--- src/rtl/mac_horner_engine.sv ---
// Horner-rule polynomial evaluator on one multiply-accumulate datapath, valid/ready on both sides.
// Optional MAC_HORNER_SAT_EN: clamp each overflowing step to all-ones instead of wrapping.
module mac_horner_engine #(
    parameter int DATA_W  = 8,
    parameter int ACC_W   = 16,
    parameter int MAX_DEG = 4,
    parameter int DEG_W   = $clog2(MAX_DEG + 1)
) (
    input  logic              clk,
    input  logic              reset,
    input  logic              start,
    input  logic [DATA_W-1:0] x_in,
    input  logic [DEG_W-1:0]  degree,
    input  logic              coef_valid,
    output logic              coef_ready,
    input  logic [DATA_W-1:0] coef_in,
    output logic [ACC_W-1:0]  result,
    output logic              result_valid,
    input  logic              result_ready,
    output logic              busy,
    output logic              ovf
);
    localparam int FULL_W = ACC_W + DATA_W + 1;

    typedef enum logic [1:0] {IDLE, ACCUM, DONE} state_t;

    state_t             state, state_next;
    logic [ACC_W-1:0]   acc, acc_next;
    logic [DATA_W-1:0]  x_reg;
    logic [DEG_W-1:0]   count, deg_clamped;
    logic [FULL_W-1:0]  full;
    logic               step_ovf, xfer;

    assign xfer        = coef_valid && coef_ready;
    assign deg_clamped = (degree > DEG_W'(MAX_DEG)) ? DEG_W'(MAX_DEG) : degree;

    // Full-width step cannot overflow FULL_W, so step_ovf is exact.
    always_comb begin
        full     = FULL_W'(acc) * FULL_W'(x_reg) + FULL_W'(coef_in);
        step_ovf = |full[FULL_W-1:ACC_W];
`ifdef MAC_HORNER_SAT_EN
        acc_next = step_ovf ? {ACC_W{1'b1}} : full[ACC_W-1:0];
`else
        acc_next = full[ACC_W-1:0];
`endif
    end

    always_ff @(posedge clk) begin
        if (reset) state <= IDLE;
        else       state <= state_next;
    end

    always_comb begin
        state_next = state;
        case (state)
            IDLE:    if (start) state_next = ACCUM;
            ACCUM:   if (xfer && count == '0) state_next = DONE;
            DONE:    if (result_ready) state_next = IDLE;
            default: state_next = IDLE;
        endcase
    end

    always_comb begin
        coef_ready   = (state == ACCUM);
        result_valid = (state == DONE);
        busy         = (state != IDLE);
    end

    always_ff @(posedge clk) begin
        if (reset) begin
            acc   <= '0;
            x_reg <= '0;
            count <= '0;
            ovf   <= 1'b0;
        end else if (state == IDLE && start) begin
            acc   <= '0;
            x_reg <= x_in;
            count <= deg_clamped;
            ovf   <= 1'b0;
        end else if (xfer) begin
            acc <= acc_next;
            ovf <= ovf | step_ovf;
            if (count != '0) count <= count - 1'b1;
        end
    end

    // Accumulator doubles as the result register; it only changes on start or a transfer.
    assign result = acc;
endmodule
--- config.mk ---
export PLATFORM = sky130hd
export DESIGN_NAME = mac_horner_engine
export DESIGN_NICKNAME = d
export VERILOG_FILES = /design/src/rtl/mac_horner_engine.sv
export SDC_FILE = /design/constraint.sdc
export NUM_CORES = 1
export LEC_CHECK = 0
export ABC_CLOCK_PERIOD_IN_PS = 12000
export BUFFER_PORTS_ARGS = -buffer_cell sky130_fd_sc_hd__buf_2
export CAP_MARGIN = 25
export CELL_PAD_IN_SITES_DETAIL_PLACEMENT = 0
export CELL_PAD_IN_SITES_GLOBAL_PLACEMENT = 2
export CORE_MARGIN = 1.5
export CORE_UTILIZATION = 25
export DETAILED_ROUTE_END_ITERATION = 12
export PLACE_DENSITY_LB_ADDON = 0.1
export SETUP_SLACK_MARGIN = 0.02
export SYNTH_ARGS = -nofsm -noshare
export SYNTH_HDL_FRONTEND = slang
export SYNTH_SLANG_ARGS = --single-unit
--- constraint.sdc ---
create_clock -name clk -period 12 [get_ports clk]
set_input_delay 2.4 -clock clk [delete_from_list [all_inputs] [get_ports clk]]
set_output_delay 2.4 -clock clk [all_outputs]
set_load 0.05 [all_outputs]
After elaboration in Yosys (flattened, before gate mapping)

Cells that the tools add are included.

Add/subtract/negate cells: 2
Multiply operators: 1
$lt $le $gt $ge: 1
Eq/ne operators: 5
Mux-type cells: 8
Bitwise operators: 1
Reductions and logical operators: 13

Operator list:

| operator                                              | number |
|---|---|
| adder 24 x 8 -> 25 bit                                | 1 |
| multiplier 16 x 8 -> 24 bit                           | 1 |
| two-way mux 3 bit                                     | 4 |
| OR reduction 9 bit                                    | 1 |
| two-way mux 2 bit                                     | 3 |
| one-hot mux 2 bit (3 select lines)                    | 1 |
| nonzero test 2 bit                                    | 3 |
| inequality test 2 x 1 -> 1 bit, second input constant | 2 |
| greater-than comparator 3 bit, second input constant  | 1 |
| logical AND 1 bit                                     | 3 |
| zero test 3 bit                                       | 1 |
| AND reduction 3 bit                                   | 1 |
| nonzero test 3 bit                                    | 1 |
| subtractor 3 x 1 -> 3 bit, second input constant      | 1 |
| equality test 2 x 1 -> 1 bit, second input constant   | 1 |
| equality test 2 bit, second input constant            | 1 |
| zero test 2 bit                                       | 1 |
| inequality test 2 bit, second input constant          | 1 |
| AND reduction 2 bit                                   | 1 |
| OR reduction 2 bit                                    | 1 |
| bitwise OR 1 bit                                      | 1 |

Register bits after elaboration: 30
Output and inout port bits: 20
Logic and storage cells: 36

Longest topological paths before layout

Gate-level depths: netlist of the first run.

Word-level depth: 5
Gate-level depth with buffers: 20
Mapped depth without buffers: 19

Worst setup path before layout of the first run

No wires, ideal clock.

Path type: input-to-reg
From: input port coef_in[3]
To: register ovf
Arrival: 6.171 ns
Required time: 11.877 ns
Slack: 5.706 ns
Cell stages on the path: 19
Buffers on the path: 0
Cell sequence: inv_1 > fa_1 > inv_1 > ha_1 > ha_1 > inv_1 > fa_1 > inv_1 > ha_1 > inv_1 > fa_1 > nor2b_4 > o211ai_2 > a31oi_2 > a41oi_1 > o21ai_0 > mux2_2 > nor4_2 > a21oi_1

Longest elaborated chain between the ends: 3

Ends and longest elaborated chain:

| element                | RTL line | source |
|---|---|---|
| start, declared        | 16       | `input logic [DATA_W-1:0] coef_in,` |
| adder 24 x 8 -> 25 bit | 39       | `full = FULL_W'(acc) * FULL_W'(x_reg) + FULL_W'(coef_in);` |
| OR reduction 9 bit     | 40       | `step_ovf = \|full[FULL_W-1:ACC_W];` |
| bitwise OR 1 bit       | 82       | `ovf <= ovf \| step_ovf;` |
| end signal, assigned   | 82       |  |
| end, declared          | 21       | `output logic ovf` |

No other way between the ends.
A chain may end at the register's enable or synchronous reset.

Final worst setup path of the first run

From: input port coef_in[6]
To: register ovf

Same word-level chain as after synthesis.

==> results.md, run 1 <==
- Outcome: complete, no violations
- Synth async-reset ratio: 0%
- Routability cong.: 0.723
- Drt via density: 4.51
- Fin nets: 880
- H-Tree Depth: 2
- Relative slew slack: 38.3%
- Total core area: 22000 sq um
- Min-Delay Path Depth: 1
- Synth area leader: fa_1
- # DRC: 0
- DP HPWL: 12500 um
- Synth Register Bits: 30
- Fmax: 156 MHz
- Register Area: 601 sq um
- Leak pwr: 3.02 nW
- Total grt overflow: 0
- Synth Net Count: 857
- CTS tree: built
- Commonest non-fill, non-tap cell in the layout: inv_1
- Syn_area_per_cell: 8.30 sq um
- Share of layout cells above drive strength 1: 8.91%
- Post-route setup TNS: 0 ps
- Num rows: 54
- R2r endpoint: ovf
- TritonCTS buffer count: 5
- Setup WS post-layout: 5590 ps
- Bufs on Longest Clock Path: 2
- Post-synth top flop: dfxtp_1
- Hold Vio Cnt, Final: 0
- Die Ht: 154 um
- Total Routing Usage GR: 13.9%
- CP Launch Type: primary input
- CTS clk-pin slew, worst paths: 50 ps
- CP Max Fanout: 4
- Post-synthesis cell area: 5670 sq um
- Largest net degree at the start of global routing: 21
- Filler cell count: 2406
- Final setup vio count: 0
- Synth top area cells: fa_1 (32%), ha_1 (13%), dfxtp_1 (11%), inv_1 (9.6%), and2_1 (8.1%)
- Worst Hold Launch: state[1]
- Die width: 154 um
- RSZ-0062 raised after global routing: false
- CP Class: primary input to flop
- Crit path DAT: 6570 ps
- Fin Hold WS: 494 ps
- Synth top area share: 32.5%
- Die area: 23600 sq um
- Clk sinks: 30
- Synthesis-to-finish area growth: 10.8%
- Post-synthesis sequential area ratio: 10.6%
- Launching point of the worst reg2reg path: x_reg[2]
- Antenna fix cells: 0
- Root Driver: clkbuf_16
- Vias: 4453
- DR iter-0 viols: 155
- CP max stage delay: 540 ps
- Period utilization: 53.4%
- Post-route ant nets: 0
- Synth Warn #: 0
- Final min period: 6410 ps
- R2R setup slack: 6700 ps
- Cells after Synth: 683
- DRT Pass-1 Iters: 4
- Vias in the first global route: 4790
- R2R depth: 17
- Commonest cells after routing, fill and taps aside: inv_1 (145), nand2_1 (103), fa_1 (92), and2_1 (73), ha_1 (58)
- Setup crit end kind: flop
- EDFF count, synth: 0
- Slowest stage cell, crit path: fa_1
- Total wire length: 15600 um
- Tot Pwr: 0.000311 W
- Worst path required time: 12170 ps
- Count of input and output buffers: 43
- Hold Crit Class: flop to flop
- First-pass GRT wire length: 25700 um
- Peak supply drop: 0.0493 mV
- Setup Buffers After CTS: 0
- Post-CTS sizing: 0
- Max Slew Vio Count: 0
- Area of the multi-input gates: 4420 sq um
- Worst-Skew Late Latency: 290 ps
- Cells along the critical path: buf_2 > inv_1 > fa_1 > inv_1 > fa_1 > inv_1 > fa_1 > fa_1 > inv_1 > ha_1 > o211ai_2 > a31oi_2 > a41oi_1 > o21ai_0 > mux2_2 > nor4_2 > a21oi_1
- Initial core utilization: 25.7%
- Top Ports: 44
- Hold EP: state[0]
- Clock skew: 5.36 ps
- Hold buffer count at CTS: 0
- Max-cap violations: 0
- Distinct cell type count after synthesis: 55
- Initial antenna violation count: 0
- Worst slew pin tran: 925 ps
- Routed length per instance: 15.8 um
- Largest register FFs: 16
- Place WS: 5290 ps
- Pwr dens: 49.6 nW/um^2
through the flow:
step	cells	area, sq um	util [%]
CTS	987	6280	28.5
detailed placement	979	6130	27.8
global placement	979	6130	27.8
finish	987	6280	28.5
global route	987	6280	28.5
floorplan	683	5670	-
cell families after synthesis:
| family | share of synthesized area [%] |
|---|---|
| AOI/OAI and AO/OA | 11.1 |
| muxes | 0.397 |
| xor gates and xnor gates | 2.01 |
| adders and majority gates | 45.3 |
| and+or+nand+nor | 19.2 |
| buffers and inverters | 11.4 |
| DFF | 10.6 |
worst max-delay path by stage:
stage	startpoint	to	slack, ps	depth (start not counted)
6_report	coef_in[6]	ovf	5590	17
5_1_grt	coef_in[3]	ovf	5310	20
4_1_cts	coef_in[3]	ovf	5580	20
3_5_place_dp	coef_in[3]	ovf	5290	20
3_3_place_gp	coef_in[3]	ovf	5350	20
2_1_floorplan	coef_in[3]	ovf	5710	19
layout make-up:
class,instances,area share (%)
Clock buffer,7,2.27
Clock inverter,1,0.0797
Inverter,145,8.67
Multi-Input combinational cell,481,70.4
Sequential cell,30,9.56
Tap cell,280,5.58
Timing Repair Buffer,43,3.43
power breakdown:
part,switching [W],internal [W]
clock,0.0000484,0.0000822
combinational,0.0000376,0.0000206
sequential,0.0000181,0.000104
per-layer routing:
layer | part of all wire (%) | GRT usage [%] | up-vias
met5 | 0 | 0 | -
met4 | 1.9 | 3.98 | 0
met3 | 3.2 | 1.66 | 16
met2 | 50 | 24.6 | 71
met1 | 45 | 17.9 | 2223
li1 | - | - | 2143
cells in the mapped netlist, types with 2 or more instances:
cell type / n
inv_1: 145
nand2_1: 103
fa_1: 92
and2_1: 73
ha_1: 58
a21oi_1: 36
dfxtp_1: 30
clkbuf_1: 25
nor2_1: 20
o21ai_0: 12
xnor2_1: 11
a21o_1: 9
a211oi_1: 6
nand3_1: 5
a31oi_1: 4
nand2b_1: 4
nor2b_1: 3
nor3_1: 3
o21ai_1: 3
a22oi_1: 2
a31oi_2: 2
mux2_2: 2
o211ai_2: 2
xor2_1: 2
worst max-delay path: cells and delay by family:
family	cells	cell delay [ps]
adders and majority gates	5	2380
AOI/OAI and AO/OA	5	950
muxes	1	360
buffers and inverters	5	270
and+or+nand+nor	1	220
Note: power is estimated with default switching activity, not from simulation.
==> run 2: changes to the inputs <==
Settings changed: ABC_AREA set to 1, ABC_CLOCK_PERIOD_IN_PS 12000 to 6000.
Clock period 12 ns to 6 ns, I/O delays scaled along.
==> run 2 against run 1 <==
  * Wire length up 19%
  * Combinational power grew to 4.1 times the previous value
  * Clock power rose to 2.8 times the previous value
  * Setup slack lost 4500 ps
  * Synthesized cell count increased by 41%
==> results.md, run 2 <==
- RSZ-0062 raised after global routing: false
- Hold Vio Cnt, Final: 0 (unchanged)
- Total Routing Usage GR: 15.6% (+1.6 points)
- Die Ht: 162 um (+5.8%)
- Synth top area cells: fa_1 (29%), inv_1 (18%), nand2_1 (17%), ha_1 (11%), dfxtp_1 (9.4%)
- Most common cell in the netlist: inv_1
- CP startpoint: x_reg[7]
- Initial core utilization: 25.4% (-0.34 points)
- Post-route setup TNS: 0 ps (unchanged)
- Synth Net Count: 1139 (+33%)
- Post-synthesis sequential area ratio: 9.45% (-1.1 points)
- Top Ports: 44 (unchanged)
- Filler cell count: 2857 (+19%)
- Cells after Synth: 965 (+41%)
- Largest register FFs: 16 (unchanged)
- Count of input and output buffers: 43 (unchanged)
- Delay-heaviest family, CP: adder cells
- Max-cap violations: 0 (unchanged)
- Synth async-reset ratio: 0% (unchanged)
- Hold buffer count at CTS: 0 (unchanged)
- Routability cong.: 0.720 (-0.50%)
- Pint: 0.000547 W (+160%)
- Total core area: 25000 sq um (+14%)
- Fmax: 204 MHz
- Die area: 26400 sq um (+12%)
- Commonest non-fill, non-tap cell in the layout: inv_1
- Clock skew: 7.77 ps (+2.41 ps)
- Crit path DAT: 5050 ps (-1520 ps)
- Drt via density: 4.01 (-11%)
- Relative slew slack: 41.8% (+3.5 points)
- Antenna fix cells: 0 (unchanged)
- Logic pwr share: 27.8% (+9.1 points)
- Slowest stage cell, crit path: dfxtp_1
- Final min period: 4910 ps
- Post-CTS sizing: 0 (unchanged)
- Vias in the first global route: 5734 (+20%)
- Root Driver: clkbuf_16
- Worst Hold Launch: ovf
- EDFF count, synth: 0 (unchanged)
- Launching point of the worst reg2reg path: x_reg[7]
- Min-Delay Path Depth: 2 (+1)
- Post-synthesis cell area: 6360 sq um (+12%)
- DR iter-0 viols: 249 (+61%)
- First-pass GRT wire length: 31600 um (+23%)
- Vias: 5290 (+19%)
- Leak pwr: 4.37 nW (+45%)
- CP Max Fanout: 13 (+9)
- Peak supply drop: 0.0974 mV (+98%)
- Syn_area_per_cell: 6.59 sq um (-21%)
- Register Area: 601 sq um (unchanged)
- TritonCTS buffer count: 5 (unchanged)
- Total grt overflow: 0 (unchanged)
- CTS clk-pin slew, worst paths: 60 ps (about the same)
- Synth area leader: fa_1
- Met1 WL: 9900 um (+40%)
- Worst slew pin tran: 871 ps (-53.3 ps)
- Synthesis-to-finish area growth: 12.1%
- Synth Warn #: 0 (unchanged)
- Hold EP: ovf
- Hold Crit Class: flop to flop
- Worst-Skew Late Latency: 290 ps (about the same)
- # DRC: 0 (unchanged)
- Fin nets: 1162 (+32%)
- Commonest cells post-synth: inv_1 (305), nand2_1 (283), fa_1 (92)
- Outcome: complete, no violations
- Bufs on Longest Clock Path: 2 (unchanged)
- Die width: 162 um (+5.8%)
- Pwr dens: 121 nW/um^2 (+140%)
- Max Slew Vio Count: 0 (unchanged)
- Layout Utilization: 28.5% (-0.050 points)
- Non-filler instance count after layout: 1319 (+34%)
- CP Launch Type: flop
- Share of layout cells above drive strength 1: 7.58% (-1.3 points)
- DRT Pass-1 Iters: 4 (unchanged)
- Register share of total power: 29.9% (-9.4 points)
- Post-route ant nets: 0 (unchanged)
- R2R setup slack: 1090 ps (-5610 ps)
- Distinct cell type count after synthesis: 25 (-55%)
- Clock share of power: 42.3% (+0.4 points)
- Setup Buffers After CTS: 0 (unchanged)
- Final setup vio count: 0 (unchanged)
- R2R depth: 18 (+1)
- Sw frac: 36.5% (+3.1 points)
- Synth top area share: 29.0% (-3.5 points)
- Cells along the critical path: nand2_1 > fa_1 > fa_1 > fa_1 > fa_1 > inv_1 > ha_1 > nand2_1 > inv_1 > nand2_1 > nor2_1 > nand4_1 > nand4_1 > nand2_1 > nor2_1 > nand2_1 > o21bai_1 > a21oi_1
- Met2 WL post-DR: 8040 um (+3.4%)
- H-Tree Depth: 2 (unchanged)
- Commonest cells after routing, fill and taps aside: inv_1 (305), nand2_1 (283), fa_1 (92), ha_1 (58), buf_2 (43)
- Routed length per instance: 14.0 um (-11%)
- Met3 routed WL: 479 um (-4.0%)
- Area of the multi-input gates: 4470 sq um (+1.1%)
- Period utilization: 81.8%
- CTS tree: built
- Most frequent CP cell: nand2_1
- Largest net degree at the start of global routing: 29 (+38%)
- Setup crit end kind: flop
- Initial antenna violation count: 0 (unchanged)
- Worst path required time: 6140 ps (-6030 ps)
- CP Class: flop to flop
- NetSw: 0.000315 W (+200%)
- Clk sinks: 30 (unchanged)
- CP Buf/Inv Count: 2 (-3)
- DP HPWL: 15700 um (+26%)
- Highest metal used: met4
- Num rows: 58 (+7.4%)
- Cells after DPL: 1311 (+34%)
- CP max stage delay: 710 ps (+170 ps)
- Synth Register Bits: 30 (unchanged)
- Total wire length: 18500 um (+19%)
- Post-synth top flop: dfxtp_1
- R2r endpoint: ovf
run 2: routing by layer:
layer,global-route usage [%],vias to the layer above
li1,-,2768
met1,23.0,2468
met2,25.0,46
met3,1.73,8
met4,2.00,0
met5,0,-
run 2: worst max path at each step:
stage               depth (start not counted)  end
global placement                           22  ovf
CTS                                        18  ovf
finish                                     18  ovf
global route                               21  ovf
detailed placement                         21  ovf
floorplan                                  19  ovf
run 2: tightest hold or removal path, stage by stage (launching register included):
cell	delay [ps]
dfxtp_1	310
inv_1	40
a21oi_1	50
run 2: power groups by stage:
stage | Sequential, W | Clock [W] | Combinational (W)
CTS | 0.000260 | 0.000380 | 0.000247
global route | 0.000263 | 0.000387 | 0.000281
finish | 0.000258 | 0.000365 | 0.000240
detailed placement | 0.000265 | 0 | 0.000244
global placement | 0.000265 | 0 | 0.000249
floorplan | 0.000240 | 0 | 0.000175
run 2: kinds of logic after synthesis:
kind of cell	Yosys count	synth area share, %
buf+inv	343	20.2
fa+ha+maj	150	40.4
compound gates	66	5.39
simple gates	365	23.0
flops	30	9.45
xor+xnor	11	1.52
run 2: layout make-up:
type                    instances  area share [%]
well taps                     330            5.79
clock inverters                 2           0.843
inverters                     305            16.1
flip-flops and latches         30            8.43
clock buffers                   6            1.95
repair buffers                 54            4.18
multi-input cells             592            62.7
run 2: through the flow:
step	power [W]	setup WS [ps]	hold WS [ps]	cell area, sq um
after CTS	0.000887	988	456	7130
after global placement	0.000514	821	441	6930
after detailed placement	0.000508	795	444	6930
final	0.000862	1090	452	7130
after floorplan	0.000415	1220	493	6360
after global routing	0.000931	595	471	7130
